File: src/rtl/csa_acc_pkg.sv
// Shared types and helpers for the carry-save accumulate/resolve block.
package csa_acc_pkg;

  typedef enum logic [1:0] {
    ACCUM   = 2'd0,
    RESOLVE = 2'd1,
    OUTPUT  = 2'd2
  } state_t;

  // Number of CHUNK-wide slices needed to cover an acc-wide word.
  function automatic int unsigned nchunk(input int unsigned acc, input int unsigned chunk);
    return (acc + chunk - 1) / chunk;
  endfunction

  // Replicate bit w-1 of v into every bit at or above w.
  function automatic logic [63:0] sext(input logic [63:0] v, input int unsigned w);
    logic [63:0] r;
    r = v;
    for (int unsigned i = 0; i < 64; i++) begin
      if (i >= w) r[i] = v[w-1];
    end
    return r;
  endfunction

endpackage

File: src/rtl/compressor_4_2_n_bit.sv
// N-bit 4:2 compressor built from two carry-save layers.
// Outputs wrap at IN_SIZE bits: o_sum + o_carry == a+b+c+d mod 2^IN_SIZE.
module compressor_4_2_n_bit #(
  parameter int unsigned IN_SIZE = 32
) (
  input  logic [IN_SIZE-1:0] i_a,
  input  logic [IN_SIZE-1:0] i_b,
  input  logic [IN_SIZE-1:0] i_c,
  input  logic [IN_SIZE-1:0] i_d,
  output logic [IN_SIZE-1:0] o_sum,
  output logic [IN_SIZE-1:0] o_carry
);

  logic [IN_SIZE-1:0] w_s1;
  logic [IN_SIZE-1:0] w_c1;
  logic [IN_SIZE-2:0] w_m1;
  logic [IN_SIZE-2:0] w_m2;

  // Two stacked 3:2 layers; the majority of the top bit is shifted out, so it is never formed.
  always_comb begin
    w_s1    = i_a ^ i_b ^ i_c;
    w_m1    = (i_a[IN_SIZE-2:0] & i_b[IN_SIZE-2:0]) |
              (i_a[IN_SIZE-2:0] & i_c[IN_SIZE-2:0]) |
              (i_b[IN_SIZE-2:0] & i_c[IN_SIZE-2:0]);
    w_c1    = {w_m1, 1'b0};
    o_sum   = w_s1 ^ w_c1 ^ i_d;
    w_m2    = (w_s1[IN_SIZE-2:0] & w_c1[IN_SIZE-2:0]) |
              (w_s1[IN_SIZE-2:0] & i_d[IN_SIZE-2:0])  |
              (w_c1[IN_SIZE-2:0] & i_d[IN_SIZE-2:0]);
    o_carry = {w_m2, 1'b0};
  end

endmodule

File: src/rtl/sign_extender.sv
// Widens a two's-complement vector from IN_SIZE to OUT_SIZE bits.
module sign_extender
  import csa_acc_pkg::*;
#(
  parameter int unsigned IN_SIZE  = 21,
  parameter int unsigned OUT_SIZE = 32
) (
  input  logic [IN_SIZE-1:0]  i_in,
  output logic [OUT_SIZE-1:0] o_out
);

  // Pure combinational widening through the package helper.
  always_comb begin
    o_out = OUT_SIZE'(sext(64'(i_in), IN_SIZE));
  end

endmodule

File: src/rtl/csa_accumulate_resolve.sv
// Accumulates (sum, carry) beats in redundant form and resolves each group
// to a binary word with a CHUNK-bit-per-cycle carry-propagate adder.
module csa_accumulate_resolve
  import csa_acc_pkg::*;
#(
  parameter int unsigned IN_SIZE  = 21,
  parameter int unsigned ACC_SIZE = 32,
  parameter int unsigned CHUNK    = 8
) (
  input  logic                clk_i,
  input  logic                rst_i,
  input  logic                valid_i,
  output logic                ready_o,
  input  logic [IN_SIZE-1:0]  sum_i,
  input  logic [IN_SIZE-1:0]  carry_i,
  input  logic                last_i,
  output logic                valid_o,
  input  logic                ready_i,
  output logic [ACC_SIZE-1:0] result_o
);

  localparam int unsigned NCHUNK = nchunk(ACC_SIZE, CHUNK);
  localparam int unsigned PW     = NCHUNK * CHUNK;
  localparam int unsigned KW     = (NCHUNK > 1) ? $clog2(NCHUNK) : 1;

  state_t              r_state;
  logic [ACC_SIZE-1:0] r_acc_s;
  logic [ACC_SIZE-1:0] r_acc_c;
  logic [ACC_SIZE-1:0] r_result;
  logic [KW-1:0]       r_k;
  logic                r_cy;

  logic [ACC_SIZE-1:0] w_ext_s;
  logic [ACC_SIZE-1:0] w_ext_c;
  logic [ACC_SIZE-1:0] w_cmp_s;
  logic [ACC_SIZE-1:0] w_cmp_c;
  logic [31:0]         w_sh;
  logic [CHUNK-1:0]    w_chunk_s;
  logic [CHUNK-1:0]    w_chunk_c;
  logic [CHUNK:0]      w_add;
  logic [PW-1:0]       w_mask;
  logic [PW-1:0]       w_ins;
  logic [ACC_SIZE-1:0] w_result_nxt;
  logic                w_accept;

  sign_extender #(.IN_SIZE(IN_SIZE), .OUT_SIZE(ACC_SIZE)) u_sext_s (
    .i_in  (sum_i),
    .o_out (w_ext_s)
  );

  sign_extender #(.IN_SIZE(IN_SIZE), .OUT_SIZE(ACC_SIZE)) u_sext_c (
    .i_in  (carry_i),
    .o_out (w_ext_c)
  );

  compressor_4_2_n_bit #(.IN_SIZE(ACC_SIZE)) u_cmp (
    .i_a     (r_acc_s),
    .i_b     (r_acc_c),
    .i_c     (w_ext_s),
    .i_d     (w_ext_c),
    .o_sum   (w_cmp_s),
    .o_carry (w_cmp_c)
  );

  // Handshake decode; both flags come from the state register only.
  always_comb begin
    ready_o  = (r_state == ACCUM);
    valid_o  = (r_state == OUTPUT);
    result_o = r_result;
    w_accept = valid_i && ready_o;
  end

  // Slice chunk k out of both accumulator halves, add with the running carry,
  // and splice the CHUNK result bits into the result word.
  always_comb begin
    w_sh         = 32'(r_k) * CHUNK;
    w_chunk_s    = CHUNK'(PW'(r_acc_s) >> w_sh);
    w_chunk_c    = CHUNK'(PW'(r_acc_c) >> w_sh);
    w_add        = {1'b0, w_chunk_s} + {1'b0, w_chunk_c} + (CHUNK+1)'(r_cy);
    w_mask       = PW'({CHUNK{1'b1}}) << w_sh;
    w_ins        = PW'(w_add[CHUNK-1:0]) << w_sh;
    w_result_nxt = ACC_SIZE'((PW'(r_result) & ~w_mask) | w_ins);
  end

  // Control FSM plus accumulator, chunk adder state and result register.
  always_ff @(posedge clk_i or posedge rst_i) begin
    if (rst_i) begin
      r_state  <= ACCUM;
      r_acc_s  <= '0;
      r_acc_c  <= '0;
      r_result <= '0;
      r_k      <= '0;
      r_cy     <= 1'b0;
    end else begin
      case (r_state)
        ACCUM: begin
          if (w_accept) begin
            r_acc_s <= w_cmp_s;
            r_acc_c <= w_cmp_c;
            if (last_i) begin
              r_state <= RESOLVE;
              r_k     <= '0;
              r_cy    <= 1'b0;
            end
          end
        end
        RESOLVE: begin
          r_result <= w_result_nxt;
          r_cy     <= w_add[CHUNK];
          r_k      <= r_k + 1'b1;
          if (r_k == KW'(NCHUNK - 1)) r_state <= OUTPUT;
        end
        OUTPUT: begin
          if (ready_i) begin
            r_acc_s <= '0;
            r_acc_c <= '0;
            r_state <= ACCUM;
          end
        end
        default: r_state <= ACCUM;
      endcase
    end
  end

endmodule

File: config.mk
export PLATFORM = sky130hd
export DESIGN_NAME = csa_accumulate_resolve
export DESIGN_NICKNAME = d
export VERILOG_FILES = /design/src/rtl/csa_acc_pkg.sv /design/src/rtl/compressor_4_2_n_bit.sv /design/src/rtl/sign_extender.sv /design/src/rtl/csa_accumulate_resolve.sv
export SDC_FILE = /design/constraint.sdc
export NUM_CORES = 1
export LEC_CHECK = 0
export CAP_MARGIN = 20
export CORE_UTILIZATION = 50
export CTS_CLUSTER_DIAMETER = 40
export CTS_CLUSTER_SIZE = 25
export DETAILED_ROUTE_END_ITERATION = 10
export DONT_BUFFER_PORTS = 1
export PLACE_DENSITY = 0.61
export SLEW_MARGIN = 0
export SYNTH_ARGS = -nofsm -noshare
export SYNTH_HDL_FRONTEND = slang
export SYNTH_SLANG_ARGS = --single-unit
File: constraint.sdc
create_clock -name clk_i -period 3.27 [get_ports clk_i]
set_input_delay 0.327 -clock clk_i [delete_from_list [all_inputs] [get_ports clk_i]]
set_output_delay 0.327 -clock clk_i [all_outputs]
set_load 0.05 [all_outputs]
==> impl_metrics.toml, run 1 <==
[status]
outcome = "finished, violations left"
failed_checks = "negative hold slack"

[drt]
finalWirelength_um = 12300
first_pass_iters = 5
drt_iter0_markers = 271
ant_nets = 0
wire_per_inst_um = 22.6
vias_per_cell = 6.19
vias = 3373
drcViolationCount = 0

[clocking]
hold_buffers = 0
clock_path_buffers = 2
cts.sinks = 100
cts_resized = 0
post-cts-setup-buffers = 0
path_clk_slew_ns = 0.07
htreeDepth = 3
cts_tree = "built"
cts-buffers-inserted = 9
cts-root-buf = "clkbuf_16"
insertion_delay_ns = 0.34

[timing]
min_period_over_period_pct = 85.2
min_period_ns = 2.79
timing.hold.ws_ns = -0.0225
fin_worst_skew_ns = 0.00838
fmax_ghz = 0.359
setup_viol_count_final = 0
worst_pin_slew_ns = 0.795
slew_headroom_pct = 47.0
hold_viol = 55
slew_viol_final = 0
tns_ns = 0
rsz0062_at_grt = "no"

[synthesis]
synth_area_leaders = "dfrtp_1 44%, fa_1 22%, a22o_1 13%, mux4_2 5.9%, ha_1 2.9%"
synth.distinct_cells = 38
synth-seq-cells = 100
ys.warnings.count = 0
syn_area_per_cell_um2 = 14.3
yosysTopAreaCell = "dfrtp_1"
yosys_most_used_dff = "dfrtp_1"
synth.most_common_cell = "dfrtp_1"
yosysTopAreaCellShare_pct = 43.9
synthesis.area_um2 = 5700
synth_edf_count = 0
synth_cells = 398
synth_nets = 520
async_flop_share_pct = 100
yosysSeqAreaShare_pct = 43.9
ys_top_cells_by_count = "100 x dfrtp_1, 83 x a22o_1, 62 x fa_1"

[floorplan]
die_area_um2 = 11800
ioPinCount = 81
fp.dieW_um = 109
die_h_um = 109
rows = 38
start_util_pct = 51.9
core-area_um2 = 11000

[setup_path]
crit_end = "result_o[6]"
worstSetupEndpointType = "flip-flop"
r2r-start = "r_k[0]"
ff2ff_path_depth = 9
startpoint = "r_k[0]"
r2r_slack_ns = 0.48
path_max_fanout = 5
critPathRequiredTime_ns = 3.55
arrival_ns = 3.06
path_class = "reg2reg"
start_kind = "flip-flop"
r2r_end = "result_o[6]"

[global_routing]
globalRouteOverflowTotal = 0
grt_pass1_vias = 3537
grt_use_total_pct = 23.3
grt_max_degree = 58
antenna_found_initial = 0
grt_pass1_wl_um = 20100

[layout]
drive_gt1_share_pct = 12.8
nNetsFinal = 522
multiInputGateArea_um2 = 3000
postLayoutCellArea_um2 = 6110
nFillCells = 883
regArea_um2 = 2500
num_antenna_cells = 0
areaGrowthSynthToFinish_pct = 7.04

[placement]
dpl.hpwl_um = 9340
gp_congestion = 0.786
numPortBuffers = 0
place_area_um2 = 5820

[hold_path]
hp-class = "in2async"

[flow_run]
maxCapViolations = 0
==> per-layer routing <==
metal  global-route usage (%)  up-vias  part of all wire (%)
met3                     5.56        9                   7.0
met2                     33.8      118                    45
met4                     5.50        0                  0.90
met5                        0        -                     0
li1                         -     1466                     -
met1                     35.7     1780                    47
==> flip-flops by register name, summed over array words and instances (netlist names) <==
name	cells
r_acc_c	31
r_acc_s	32
r_cy	1
r_k	2
r_state	2
result_o	32
==> kinds of logic (layout without fill, tap and decap cells) <==
group                      count (synthesis)  count (layout)  share of synthesized area (%)
muxes                                     18              18                           6.47
DFF                                      100             100                           43.9
and+or+nand+nor                           47              47                           4.06
buffers and inverters                     33              40                           3.62
AOI/OAI and AO/OA                        119             119                           16.5
xor gates and xnor gates                   6               6                          0.921
adders and majority gates                 75              75                           24.6
==> metrics by stage <==
| stage | worst slack (ns) | util (%) | instances | hold WS (ns) |
|---|---|---|---|---|
| final | 0.484 | 55.6 | 545 | -0.0225 |
| after global routing | 0.181 | 55.6 | 545 | 0.0319 |
| after CTS | 0.470 | 55.6 | 545 | 0.000274 |
| after detailed placement | 0.486 | 53.0 | 529 | 0.370 |
| after global placement | 0.579 | 53.0 | 529 | 0.366 |
| after floorplan | 0.324 | - | 398 | 0.435 |
==> worst max-delay path, stage by stage, from the launching register on <==
cell	delay, ns
dfrtp_1	0.45
mux4_2	0.54
fa_1	0.42
inv_1	0.10
fa_1	0.27
nor2b_4	0.05
o31a_1	0.27
o31a_1	0.27
a21oi_2	0.19
a22o_1	0.16
==> cell usage in the layout (no fill, tap or decap), types with 4 or more instances in the layout <==
| master | n |
|---|---|
| dfrtp_1 | 100 |
| a22o_1 | 83 |
| fa_1 | 62 |
| nand2_1 | 22 |
| o21ai_0 | 19 |
| mux4_2 | 15 |
| ha_1 | 13 |
| inv_1 | 12 |
| buf_4 | 10 |
| clkbuf_16 | 9 |
| nand3_1 | 6 |
| nor2_1 | 6 |
| a21oi_1 | 5 |
| xnor2_1 | 4 |
==> how the worst min path moves through the flow <==
stage | endpoint | from | slack (ns)
2_1_floorplan | r_state[1] | ready_i | 0.43
3_3_place_gp | r_acc_c[4] | rst_i | 0.37
3_5_place_dp | r_acc_c[4] | rst_i | 0.37
4_1_cts | r_acc_s[1] | rst_i | 0.0003
5_1_grt | r_acc_s[1] | rst_i | 0.03
6_report | r_acc_s[1] | rst_i | -0.02
==> area by class of cell <==
type / count / area share, %
clock buffers: 10 / 3.91
flip-flops and latches: 100 / 41.0
multi-input cells: 265 / 49.1
inverters: 13 / 0.840
well taps: 140 / 2.87
clock inverters: 6 / 0.758
repair buffers: 11 / 1.56
Power of run 1 is not shown: default switching activity piles up to over one toggle a cycle in this logic, so the estimate is an artifact.
==> inputs of run 2 (changes only) <==
--- a/config.mk
+++ b/config.mk
@@ -6,6 +6,7 @@
 export NUM_CORES = 1
 export LEC_CHECK = 0
 export CAP_MARGIN = 20
+export CORE_MARGIN = 2
 export CORE_UTILIZATION = 50
 export CTS_CLUSTER_DIAMETER = 40
 export CTS_CLUSTER_SIZE = 25
==> run 2 against run 1 <==
The flow now finishes without violations. Via count decreased by 0.42%. First-iteration DRC count decreased by 18%. Clock skew about the same. Wire length increased by 4.1%. Global-route usage decreased by 0.96 points. Register-to-register slack got worse by 0.04 ns. Critical path type unchanged. Critical endpoint is now result_o[22].
==> impl_metrics.toml, run 2 (synthesis gave the netlist of run 1 again) <==
[status]
outcome = "completed"

[placement]
place_area_um2 = 5800
gp_congestion = 0.790
dpl.hpwl_um = 9670
numPortBuffers = 0

[setup_path]
crit_path_cell_trace = "buf_4 -> inv_1 -> nand3_1 -> o21ai_0 -> fa_1 -> inv_1 -> fa_1 -> nor2b_4 -> o31a_1 -> o31a_1 -> a21oi_2 -> a22o_1"
critPathSlowestCell = "fa_1"
path_class = "reg2reg"
critPathRequiredTime_ns = 3.56
path_max_fanout = 16
r2r_end = "result_o[22]"
r2r_slack_ns = 0.44
start_kind = "flip-flop"
max_stage_delay_ns = 0.46
r2r-start = "r_k[0]"
worstSetupEndpointType = "flip-flop"
ff2ff_path_depth = 12
arrival_ns = 3.12

[global_routing]
globalRouteOverflowTotal = 0
grt_pass1_vias = 3611
grt_pass1_wl_um = 20900
antenna_found_initial = 0
grt_max_degree = 51
grt_use_total_pct = 22.4

[floorplan]
fp.dieW_um = 111
die_h_um = 111
start_util_pct = 50.6
core-area_um2 = 11300
rows = 39
ioPinCount = 81
die_area_um2 = 12300

[drt]
ant_nets = 0
first_pass_iters = 4
drt_iter0_markers = 223
finalWirelength_um = 12800
wire_per_inst_um = 23.4
drcViolationCount = 0
vias_per_cell = 6.14
vias = 3359

[hold_path]
hp-class = "in2reg"
hold_end = "r_state[1]"
whs_path_depth = 1
hold_start = "ready_i"

[timing]
fmax_ghz = 0.354
fin_worst_skew_ns = 0.00798
slew_viol_final = 0
rsz0062_at_grt = "no"
worst_pin_slew_ns = 0.631
setup_viol_count_final = 0
slew_headroom_pct = 58.0
hold_viol = 0
tns_ns = 0
min_period_over_period_pct = 86.4
min_period_ns = 2.83

[layout]
nNetsFinal = 522
layout_common_cells = "100 x dfrtp_1, 83 x a22o_1, 62 x fa_1"
num_antenna_cells = 0
areaGrowthSynthToFinish_pct = 7.44
layout_commonest_cell = "dfrtp_1"
drive_gt1_share_pct = 12.4
postLayoutCellArea_um2 = 6130

[clocking]
insertion_delay_ns = 0.35
cts-buffers-inserted = 9
cts_tree = "built"
clock_path_buffers = 2
cts.sinks = 100
cts-root-buf = "clkbuf_16"
path_clk_slew_ns = 0.07
htreeDepth = 3

[flow_run]
maxCapViolations = 0
==> run 2: cell types whose count changed in the layout (fill, tap and decap cells not counted), sizes merged <==
cell | previous run | this run
buf | 11 | 10
bufinv | 0 | 2
clkbuf | 10 | 9
clkinv | 2 | 1
dlygate4sd3 | 0 | 1
inv | 15 | 14
==> run 2: what timing repair did <==
| item | in CTS | in global routing |
|---|---|---|
| hold buffers | 1 | 0 |
| buffers inserted | 0 | 0 |
| endpoints found under the hold margin | 48 | 0 |
| resized for setup | 0 | 0 |
==> run 2: layer usage <==
metal | vias to the layer above | part of all wire [%] | track usage, %
met4 | 0 | 1.5 | 7.08
met3 | 15 | 6.2 | 5.08
met2 | 97 | 45 | 31.8
met1 | 1780 | 48 | 34.7
li1 | 1467 | - | -
met5 | - | 0 | 0
==> run 2: worst max path at each step <==
stage | to | slack (ns) | depth (start not counted) | start
final | result_o[22] | 0.44 | 12 | r_k[0]
after global routing | result_o[14] | 0.21 | 12 | r_k[0]
after CTS | result_o[6] | 0.43 | 12 | r_k[0]
after detailed placement | result_o[30] | 0.44 | 12 | r_k[0]
after global placement | result_o[14] | 0.51 | 12 | r_k[0]
after floorplan | r_acc_c[10] | 0.32 | 1 | rst_i
==> run 2: final cells by class <==
class                           instances  area [um2]
Inverter                               13        51.3
Clock buffer                            9         225
Tap cell                              143         179
Multi-Input combinational cell        265        3000
Timing Repair Buffer                   11        85.1
Fill cell                             937        5140
Clock inverter                          6        88.8
Sequential cell                       100        2500
==> run 2: metrics by stage <==
step / instances / utilization [%] / hold WS (ns) / setup slack, ns
2_1_floorplan: 398 / - / 0.435 / 0.324
3_3_place_gp: 531 / 51.5 / 0.326 / 0.508
3_5_place_dp: 531 / 51.5 / 0.340 / 0.444
4_1_cts: 547 / 54.4 / 0.0892 / 0.425
5_1_grt: 547 / 54.4 / 0.0852 / 0.213
6_report: 547 / 54.4 / 0.0929 / 0.444
==> run 2: critical path: cells and delay by family, from the launching register on <==
kind | cells | cell delay [ns]
AO/OA/AOI/OAI | 5 | 0.99
adder cells (fa/ha/maj) | 2 | 0.73
buffers and inverters | 3 | 0.52
flip-flops | 1 | 0.39
AND/OR/NAND/NOR | 2 | 0.15
Power of run 2 is left out for the same reason.
==> inputs of run 3 (changes only) <==
--- a/config.mk
+++ b/config.mk
@@ -16,4 +16,5 @@
 export SLEW_MARGIN = 0
 export SYNTH_ARGS = -nofsm -noshare
 export SYNTH_HDL_FRONTEND = slang
+export SYNTH_HIERARCHICAL = 1
 export SYNTH_SLANG_ARGS = --single-unit
==> run 3 against run 2 <==
Wire length up 1.9%. Setup slack better by 0.020 ns. Via count down 0.42%. Sequential share of layout area about the same. Non-clock buffer count down 2. First-iteration DRC count up 47%. Register-to-register slack better by 0.02 ns. Largest cell class unchanged.
==> impl_metrics.toml, run 3 <==
[synthesis]
yosysSeqAreaShare_pct = 40.4
synth_mux_area_share_pct = 6.10
synth_nets = 572
ys_top_cells_by_count = "101 x dfrtp_1, 89 x a22o_1, 68 x buf_4"
yosys_most_used_dff = "dfrtp_1"
synth_area_leaders = "dfrtp_1 40%, fa_1 20%, a22o_1 12%, buf_4 8.2%, mux4_2 5.8%"
ys.warnings.count = 6
synth_top_family_by_area = "adder cells"
async_flop_share_pct = 100
synthesis.area_um2 = 6250
synth_cells = 450
synth_xor_area_share_pct = 1.06
synth.distinct_cells = 43
synth.most_common_cell = "dfrtp_1"
yosysTopAreaCell = "dfrtp_1"
synth-seq-cells = 101
yosysTopAreaCellShare_pct = 40.4
synthSimpleGateAreaFrac_pct = 3.60
syn_area_per_cell_um2 = 13.9
synth_compound_area_share_pct = 15.3
synth_fa_ha_area_share_pct = 22.6
synth_edf_count = 0

[status]
outcome = "completed"

[global_routing]
globalRouteOverflowTotal = 0
antenna_found_initial = 0
grt_use_total_pct = 20.9
grt_pass1_vias = 3567
grt_pass1_wl_um = 20600
grt_max_degree = 65

[floorplan]
ioPinCount = 81
die_h_um = 116
fp.dieW_um = 116
rows = 40
core-area_um2 = 12100
start_util_pct = 51.6
die_area_um2 = 13400

[layout]
final_util_pct = 51.1
num_antenna_cells = 0
layout_commonest_cell = "dfrtp_1"
nNetsFinal = 507
areaGrowthSynthToFinish_pct = -1.02
drive_gt1_share_pct = 13.8
layout_common_cells = "101 x dfrtp_1, 89 x a22o_1, 63 x fa_1"

[setup_path]
critPathRequiredTime_ns = 3.48
path_class = "reg2reg"
arrival_ns = 3.02
crit_path_cell_trace = "buf_4 -> mux4_2 -> ha_1 -> a211oi_1 -> o21ai_1 -> or3_1 -> nand3_1 -> o21ai_0"
critPathSlowestCell = "mux4_2"
start_kind = "flip-flop"
path_max_fanout = 6
max_stage_delay_ns = 0.53
worstSetupEndpointType = "flip-flop"

[clocking]
clock_path_buffers = 2
insertion_delay_ns = 0.35
cts-root-buf = "clkbuf_16"
cts_tree = "built"
cts.sinks = 101
path_clk_slew_ns = 0.07
htreeDepth = 3
cts-buffers-inserted = 9

[drt]
vias = 3345
first_pass_iters = 4
ant_nets = 0
vias_per_cell = 5.99
drt_iter0_markers = 327
wire_per_inst_um = 23.4
drcViolationCount = 0
finalWirelength_um = 13100

[timing]
setup_viol_count_final = 0
slew_headroom_pct = 52.1
fin_worst_skew_ns = 0.0100
fmax_ghz = 0.356
min_period_ns = 2.81
worst_pin_slew_ns = 0.718
hold_viol = 0
tns_ns = 0
min_period_over_period_pct = 85.8
rsz0062_at_grt = "no"
timing.hold.ws_ns = 0.0800
slew_viol_final = 0

[placement]
dpl.hpwl_um = 9800
gp_congestion = 0.871
numPortBuffers = 0

[hold_path]
hp-class = "in2reg"

[flow_run]
maxCapViolations = 0
[run 3: changes by cell type in the layout (fill, tap and decap cells not counted), sizes merged, moves of 2 or more]
cell    before  now
inv         14   10
bufinv       2    0
a22o        83   89
nand2       22   16
buf         10    8
o21ai       20   13
[run 3: cell families (layout without fill, tap and decap cells)]
family | count (synthesis) | after routing
compound gates | 118 | 118
flops | 101 | 101
buf+inv | 92 | 32
fa+ha+maj | 75 | 75
simple gates | 39 | 39
mux | 18 | 18
xor+xnor | 6 | 6
other cells | 1 | 1
[run 3: worst paths after layout]
| check | startpoint | to | slack, ns | cells past startpoint |
|---|---|---|---|---|
| worst max-delay path | r_k[0] | result_o[15] | 0.46 | 8 |
| worst min-delay path | ready_i | r_state[1] | 0.08 | 1 |
| worst max register to register | r_k[0] | result_o[15] | 0.46 | 8 |
| worst min register to register | r_state[1] | r_state[0] | 0.55 | 1 |
| max in group asynchronous | rst_i | result_o[9] | 1.96 | 3 |
| min in group asynchronous | rst_i | result_o[0] | 0.50 | 2 |
[run 3: timing repair]
| item | 4_1_cts | 5_1_grt |
|---|---|---|
| endpoints found under the hold margin | 41 | 0 |
| gates resized for setup | 0 | 0 |
| setup buffers | 0 | 0 |
| hold buffers | 1 | 0 |
[run 3: final cells by class]
cell class | count | area, um2
fillers | 1067 | 5920
multi-input cells | 257 | 3050
flip-flops and latches | 101 | 2530
clock buffers | 9 | 225
well taps | 168 | 210
repair buffers | 9 | 95.1
clock inverters | 7 | 56.3
inverters | 7 | 28.8
[run 3: per-stage QoR]
stage               instances  worst slack [ns]  instance area, um2
global route              558             0.257                6190
detailed placement        541             0.483                5900
floorplan                 450             0.296                6250
finish                    558             0.464                6190
CTS                       558             0.449                6190
global placement          541             0.559                5900
[run 3: routing by layer]
metal | vias up | track usage, % | wire [um]
li1 | 1429 | - | -
met1 | 1804 | 33.0 | 6120
met2 | 95 | 28.7 | 5940
met3 | 17 | 5.49 | 778
met4 | 0 | 5.95 | 217
met5 | - | 0 | 0
[run 3: worst max-delay path, delay by kind of cell (launching register included)]
kind / cells / cell delay (ns)
and+or+nand+nor: 2 / 0.57
muxes: 1 / 0.53
AOI/OAI and AO/OA: 3 / 0.61
adders and majority gates: 1 / 0.33
DFF: 1 / 0.43
buffers and inverters: 1 / 0.21
Power of run 3 is left out for the same reason.
